--- src/rtl/sm3_compress_core.sv ---
// SM3 compression core: ROUNDS_PER_CYCLE rounds per clock, internal expansion.
// Optional macro SM3_CV_LOAD_EN adds cv_load_in/cv_in to restore a saved CV.
module sm3_compress_core #(
  parameter int ROUNDS_PER_CYCLE = 1
) (
  input  logic         clk_in,
  input  logic         reset_in,
  input  logic         block_valid_in,
  output logic         block_ready_out,
  input  logic [511:0] block_in,
  input  logic         first_in,
  input  logic         last_in,
`ifdef SM3_CV_LOAD_EN
  input  logic         cv_load_in,
  input  logic [255:0] cv_in,
`endif
  output logic         busy_out,
  output logic [255:0] digest_out,
  output logic         digest_valid_out
);

  localparam int R = ROUNDS_PER_CYCLE;

  generate
    if (!(R == 1 || R == 2 || R == 4 || R == 8)) begin : g_bad_r
      $error("sm3_compress_core: ROUNDS_PER_CYCLE must be 1, 2, 4 or 8");
    end
  endgenerate

  localparam logic [255:0] IV = {
    32'h7380166f, 32'h4914b2b9, 32'h172442d7, 32'hda8a0600,
    32'ha96f30bc, 32'h163138aa, 32'he38dee4d, 32'hb0fb0e4e
  };

  localparam logic [1:0] S_IDLE  = 2'd0;
  localparam logic [1:0] S_ROUND = 2'd1;
  localparam logic [1:0] S_FINAL = 2'd2;

  logic [1:0]   r_state;
  logic [5:0]   r_j;
  logic [31:0]  r_w [16];
  logic [255:0] r_v;
  logic [255:0] r_cv;
  logic         r_last;
  logic [255:0] r_dig;
  logic         r_dv;

  logic [31:0]  w_w_nxt [16];
  logic [255:0] w_v_nxt;
  logic [255:0] w_cv_src;

  function automatic logic [31:0] rotl(
    input logic [31:0] x,
    input logic [4:0]  n
  );
    logic [63:0] d;
    d = {x, x} << n;
    return d[63:32];
  endfunction

  function automatic logic [31:0] p0(input logic [31:0] x);
    return x ^ rotl(x, 5'd9) ^ rotl(x, 5'd17);
  endfunction

  function automatic logic [31:0] p1(input logic [31:0] x);
    return x ^ rotl(x, 5'd15) ^ rotl(x, 5'd23);
  endfunction

  // Extended window: new words may feed later new words in the same cycle.
  always_comb begin
    logic [31:0] e [16+R];
    for (int i = 0; i < 16; i++) e[i] = r_w[i];
    for (int k = 0; k < R; k++) begin
      e[16+k] = p1(e[k] ^ e[k+7] ^ rotl(e[k+13], 5'd15))
              ^ rotl(e[k+3], 5'd7) ^ e[k+10];
    end
    for (int i = 0; i < 16; i++) w_w_nxt[i] = e[i+R];
  end

  always_comb begin
    logic [31:0] a, b, c, d, e, f, g, h;
    logic [31:0] ss1, ss2, tt1, tt2, ff, gg, t, a12;
    logic [5:0]  jj;
    {a, b, c, d, e, f, g, h} = r_v;
    for (int k = 0; k < R; k++) begin
      jj = r_j + 6'(k);
      if (jj < 6'd16) begin
        ff = a ^ b ^ c;
        gg = e ^ f ^ g;
        t  = 32'h79cc4519;
      end else begin
        ff = (a & b) | (a & c) | (b & c);
        gg = (e & f) | (~e & g);
        t  = 32'h7a879d8a;
      end
      a12 = rotl(a, 5'd12);
      ss1 = rotl(a12 + e + rotl(t, jj[4:0]), 5'd7);
      ss2 = ss1 ^ a12;
      tt1 = ff + d + ss2 + (r_w[k] ^ r_w[k+4]);
      tt2 = gg + h + ss1 + r_w[k];
      d = c;
      c = rotl(b, 5'd9);
      b = a;
      a = tt1;
      h = g;
      g = rotl(f, 5'd19);
      f = e;
      e = p0(tt2);
    end
    w_v_nxt = {a, b, c, d, e, f, g, h};
  end

`ifdef SM3_CV_LOAD_EN
  assign w_cv_src = cv_load_in ? cv_in : r_cv;
`else
  assign w_cv_src = r_cv;
`endif

  always_ff @(posedge clk_in) begin
    if (reset_in) begin
      r_state <= S_IDLE;
      r_j     <= '0;
      r_v     <= '0;
      r_cv    <= IV;
      r_last  <= 1'b0;
      r_dig   <= '0;
      r_dv    <= 1'b0;
    end else begin
      r_dv <= 1'b0;
      unique case (r_state)
        S_IDLE: begin
`ifdef SM3_CV_LOAD_EN
          if (cv_load_in) r_cv <= cv_in;
`endif
          if (block_valid_in) begin
            for (int i = 0; i < 16; i++) r_w[i] <= block_in[511-32*i -: 32];
            r_v     <= first_in ? IV : w_cv_src;
            if (first_in) r_cv <= IV;
            r_last  <= last_in;
            r_j     <= '0;
            r_state <= S_ROUND;
          end
        end
        S_ROUND: begin
          r_w <= w_w_nxt;
          r_v <= w_v_nxt;
          r_j <= r_j + 6'(R);
          if (r_j == 6'(64 - R)) r_state <= S_FINAL;
        end
        S_FINAL: begin
          r_cv <= r_cv ^ r_v;
          if (r_last) begin
            r_dig <= r_cv ^ r_v;
            r_dv  <= 1'b1;
          end
          r_state <= S_IDLE;
        end
        default: r_state <= S_IDLE;
      endcase
    end
  end

  assign block_ready_out  = (r_state == S_IDLE) & ~reset_in;
  assign busy_out         = (r_state != S_IDLE);
  assign digest_out       = r_dig;
  assign digest_valid_out = r_dv;

endmodule
--- config.mk ---
export PLATFORM = sky130hd
export DESIGN_NAME = sm3_compress_core
export DESIGN_NICKNAME = d
export VERILOG_FILES = /design/src/rtl/sm3_compress_core.sv
export SDC_FILE = /design/constraint.sdc
export NUM_CORES = 2
export LEC_CHECK = 0
export BUFFER_PORTS_ARGS = -buffer_cell sky130_fd_sc_hd__buf_2
export CAP_MARGIN = 20
export CORE_AREA = 3 3 423 425
export CTS_CLUSTER_SIZE = 12
export DETAILED_ROUTE_END_ITERATION = 8
export DIE_AREA = 0 0 426 428
export GPL_TIMING_DRIVEN = 0
export MAX_ROUTING_LAYER = met4
export SYNTH_ARGS = -nofsm -noshare
export SYNTH_HDL_FRONTEND = slang
export SYNTH_SLANG_ARGS = --single-unit
--- constraint.sdc ---
create_clock -name clk_in -period 29.9 [get_ports clk_in]
set_clock_uncertainty 0.05 [all_clocks]
set_input_delay 5.98 -clock clk_in [delete_from_list [all_inputs] [get_ports clk_in]]
set_output_delay 5.98 -clock clk_in [all_outputs]
set_load 0.02 [all_outputs]
* Word level (Yosys, flattened, before mapping)
Index checks and enable logic that the tools add are counted.
Storage, ports and cells: flip-flop bits (word level) 1290, input port bits 517, output and inout port bits 259, logic and storage cells 92
Operators by class: $add $sub $neg 9, order comparisons 1, eq/ne operators 5, shifts and indexed selects 1, multiplexer cells 15, bitwise gates (word level) 27, reduce and logical (&&, ||, !) cells 11
Operators by type and width (number):
- $pmux 256 s2 | 2
- $pmux 512 s2 | 1
- $mux 256 | 2
- $mux 512 | 1
- $xor 32x32->32 | 14
- $add 32x32->32 | 8
- $xor 256x256->256 | 1
- $and 32x32->32 | 5
- $or 32x32->32 | 3
- $mux 32 | 2
- $shl 64x5->64 | 1
- $not 32->32 | 1
- $mux 26 | 1
- $pmux 6 s2 | 1
- $reduce_and 2->1 | 5
- $add 6x1->6 const B | 1
- $eq 6x6->1 const B | 1
- $lt 6x5->1 const B | 1
- $mux 6 | 1
- $reduce_bool 2->1 | 3
- $mux 2 | 2
- $ne 2x2->1 const B | 2
- $pmux 2 s2 | 1
- $reduce_and 3->1 | 1
- other kinds (7) | 8

* Depth between registers and ports, before layout
depth after elaboration 10, depth in mapped cells 43, mapped depth without buffers 39

* Worst setup path before layout
No wires, ideal clock.
path kind input to register, from input port block_valid_in, to register r_w[0] (netlist bit), enable pin, arrival time 28083 ps, data required time 28446 ps, setup slack 364 ps, stages on the path 6, cells stage by stage nor2_1 -> or2_2 -> clkbuf_1 -> clkbuf_1 -> clkbuf_1 -> nor2_1
On the way: longest elaborated chain between the ends 2
RTL lines:
- start: declaration | RTL line 8 | input logic block_valid_in,
- $ne 2x2->1 (no source line)
- $reduce_and 3->1 (no source line)
- end signal: assignment | RTL line 145 | r_w <= w_w_nxt;
- end: declaration | RTL line 41 | logic [31:0] r_w [16];
Every way passes these cells. A chain may end at the register's enable or synchronous reset.

* Worst setup path in the final report
from input port reset_in, to output port block_ready_out
On the way: longest elaborated chain between the ends 2
RTL lines:
- start: declaration | RTL line 7 | input logic reset_in,
- $not 1->1 (no source line)
- $and 1x1->1 | RTL line 163 | assign block_ready_out = (r_state == S_IDLE) & ~reset_in;
- end: declaration | RTL line 9 | output logic block_ready_out,
Every way passes these cells.

==> results.toml <==
[sta]
slew_headroom_pct = 11.2
tightest_slew_ns = 1.33
rsz0062_at_grt = "false"
fin_crit_ns = 15.40
period_share_pct = 51.5
max_freq_ghz = 0.0649
hold_ws_ns = 0.408
report.final.slew_viol_count = 0
setup_slack_ns = 14.50
finalSetupViolations = 0
hold_viol = 0

[die]
start_util_pct = 39.8
die_x_um = 426
design.die.area_mm2 = 0.182
ios = 776
rows = 154
die_h_um = 428
core_area_mm2 = 0.176

[logic_synthesis]
yosysTopAreaCell = "dfxtp_1"
syn_area_mm2 = 0.0700
postSynthCellCount = 8137
ys_seq_area_share_pct = 44.2
yosys-top-cells-count = "nand2_1 (1,748), nor2_1 (928), dfxtp_1 (778), clkbuf_1 (598), xnor2_1 (543)"
async_flop_share_pct = 0
yosysMostFrequentCell = "nand2_1"
synth-seq-cells = 1290
synthDistinctLibCells = 79
yosys-top-cells-area = "dfxtp_1 (22%), edfxtp_1 (22%), nand2_1 (9.4%), xnor2_1 (6.8%), a211oi_1 (5.8%)"
syn_avg_cell_area_um2 = 8.60
synth_warnings = 0
synth_edf_count = 512
ys.flop_type = "dfxtp_1"
yosysTopAreaCellShare_pct = 22.3
synth_fp_nets = 8941

[global_routing]
gr-usage-all-layers_pct = 38.0
grt_max_degree = 34
gr-total-overflow = 0
grt_pass1_wl_um = 472000
antenna_found_initial = 13
grt_pass1_vias = 61100

[cts]
cts-htree-levels = 4
clk_pin_slew_worst_paths_ns = 0.06
post_cts_resized = 0
cts_max_path_buffers = 3
clock_latency_ns = 0.83
root_buffer = "clkbuf_16"
cts_setup_buffers = 0
cts_buffers = 148
clock-sinks = 1290
cts_tree = "done"
cts_hold_buf = 0

[pwr]
irDropWorstVdd_mv = 0.282
power.leakage_nw = 32.8
total_power_mw = 13.0
p_per_area_mw_per_mm2 = 157

[setup_path]
crit_path_max_fanout = 10
crit_type = "in2out"
endpoint_kind = "primary output"
r2r_slack_ns = 16.35
r2r_end = "r_v[254]"
crit-reg2reg-launch = "r_j[4]"
crit_path_start_kind = "input port"
cp_data_required_time_ns = 23.87
reg2regPathDepth = 41
arrival_ns = 9.37

[drt]
first_iter_violations = 8176
drtAntennaViolNets = 0
avgRoutedWirePerCell_um = 30.0
wirelength_um = 347000
drcViolationCount = 0
vias = 65400
drt_first_pass_iters = 8
avgViaCountPerCell = 5.66

[cells_and_area]
design_area_mm2 = 0.0824
area_growth_pct = 17.8
layout.nets = 9904
regArea_mm2 = 0.0309
num-fill-cells = 17400
postLayoutCoreUtil_pct = 46.9
multi_input_area_mm2 = 0.0358
drive_gt1_share_pct = 13.0

[hold_path]
hold_depth = 2
hp-start = "r_last"
holdCritPathClass = "reg2reg"
min_to = "r_last"

[placement]
finalWeightedCongestion = 1.04
dp_hpwl_um = 284000
dp_slack_ns = 14.63
io_buffers = 773
placed_area_mm2 = 0.0776

[run_status]
outcome = "finished clean"

[job]
drv_cap = 0
kinds of logic (layout without fill, tap and decap cells):
family          Yosys count  after routing  share of synthesized area (%)
mux                      72             72                           1.05
simple gates           3392           3392                           20.3
compound gates         1568           1568                           14.3
fa+ha+maj               288            288                           7.16
buf+inv                 861           1936                           4.62
flops                  1290           1290                           44.2
xor+xnor                666            666                           8.36
other cells               0             14                              0
routing by layer:
metal	GRT usage (%)	vias up	wire length (um)
met5	-	-	0
met4	17.0	0	18500
met3	8.09	637	32300
met2	58.4	3419	157000
met1	48.2	31800	139000
li1	-	29600	-
placed cells by master, fill, tap and decap left out, types with 15 or more instances in the layout:
| cell type | instances |
|---|---|
| nand2_1 | 1748 |
| nor2_1 | 927 |
| dfxtp_1 | 778 |
| buf_2 | 774 |
| clkbuf_1 | 618 |
| xnor2_1 | 543 |
| a211oi_1 | 541 |
| edfxtp_1 | 512 |
| a21oi_1 | 401 |
| nor3_1 | 334 |
| o21ai_0 | 271 |
| inv_1 | 202 |
| fa_1 | 188 |
| clkbuf_16 | 155 |
| a31oi_1 | 136 |
| or2_2 | 122 |
| xor2_1 | 121 |
| nor3b_1 | 114 |
| ha_1 | 99 |
| mux2i_1 | 59 |
| buf_1 | 58 |
| nand3_1 | 50 |
| a21o_1 | 45 |
| nor2b_1 | 33 |
| o22ai_1 | 29 |
| clkinv_2 | 24 |
| nand2b_1 | 21 |
| buf_8 | 17 |
| clkbuf_8 | 16 |
| o21bai_1 | 15 |
worst max-delay path by stage:
stage | from | endpoint | cells after the start
after floorplan | block_valid_in | r_w[0] | 6
after global placement | block_valid_in | r_w[477] | 7
after detailed placement | reset_in | block_ready_out | 6
after CTS | reset_in | block_ready_out | 6
after global routing | reset_in | block_ready_out | 6
final | reset_in | block_ready_out | 6
cell type report:
type,instances,area share [%]
antenna,14,0.0425
buffer,657,3.01
clock buffer,204,5.13
clock inverter,58,0.703
inverter,204,0.929
multi-input combinational,5986,43.5
sequential,1290,37.5
tap,2340,3.55
timing repair buffer,813,5.63
report_power, final:
part	total, mW	internal, mW	switching (mW)	leakage [nW]
clock	1.85	1.06	0.787	2.37
combinational	8.95	3.29	5.66	19.2
sequential	2.17	1.97	0.196	11.2
stage by stage:
| step | setup TNS [ns] | std cells |
|---|---|---|
| 3_5_place_dp | 0 | 11300 |
| 3_3_place_gp | -5441.57 | 11300 |
| 6_report | 0 | 11600 |
| 5_1_grt | 0 | 11600 |
| 2_1_floorplan | 0 | 8137 |
| 4_1_cts | 0 | 11600 |
state kept, by name, summed over array words and instances (netlist names):
signal	cells
r_j	6
r_v	256
digest_valid_out	1
digest_out	256
r_last	1
r_w	512
r_state	2
r_cv	256
worst max-delay path, stage by stage:
cell and delay, ns:
clkbuf_1 0.32, clkbuf_1 0.82, clkbuf_1 0.87, clkbuf_1 1.02, nor2_1 0.11, buf_2 0.21
(Power assumes the default switching activity.)
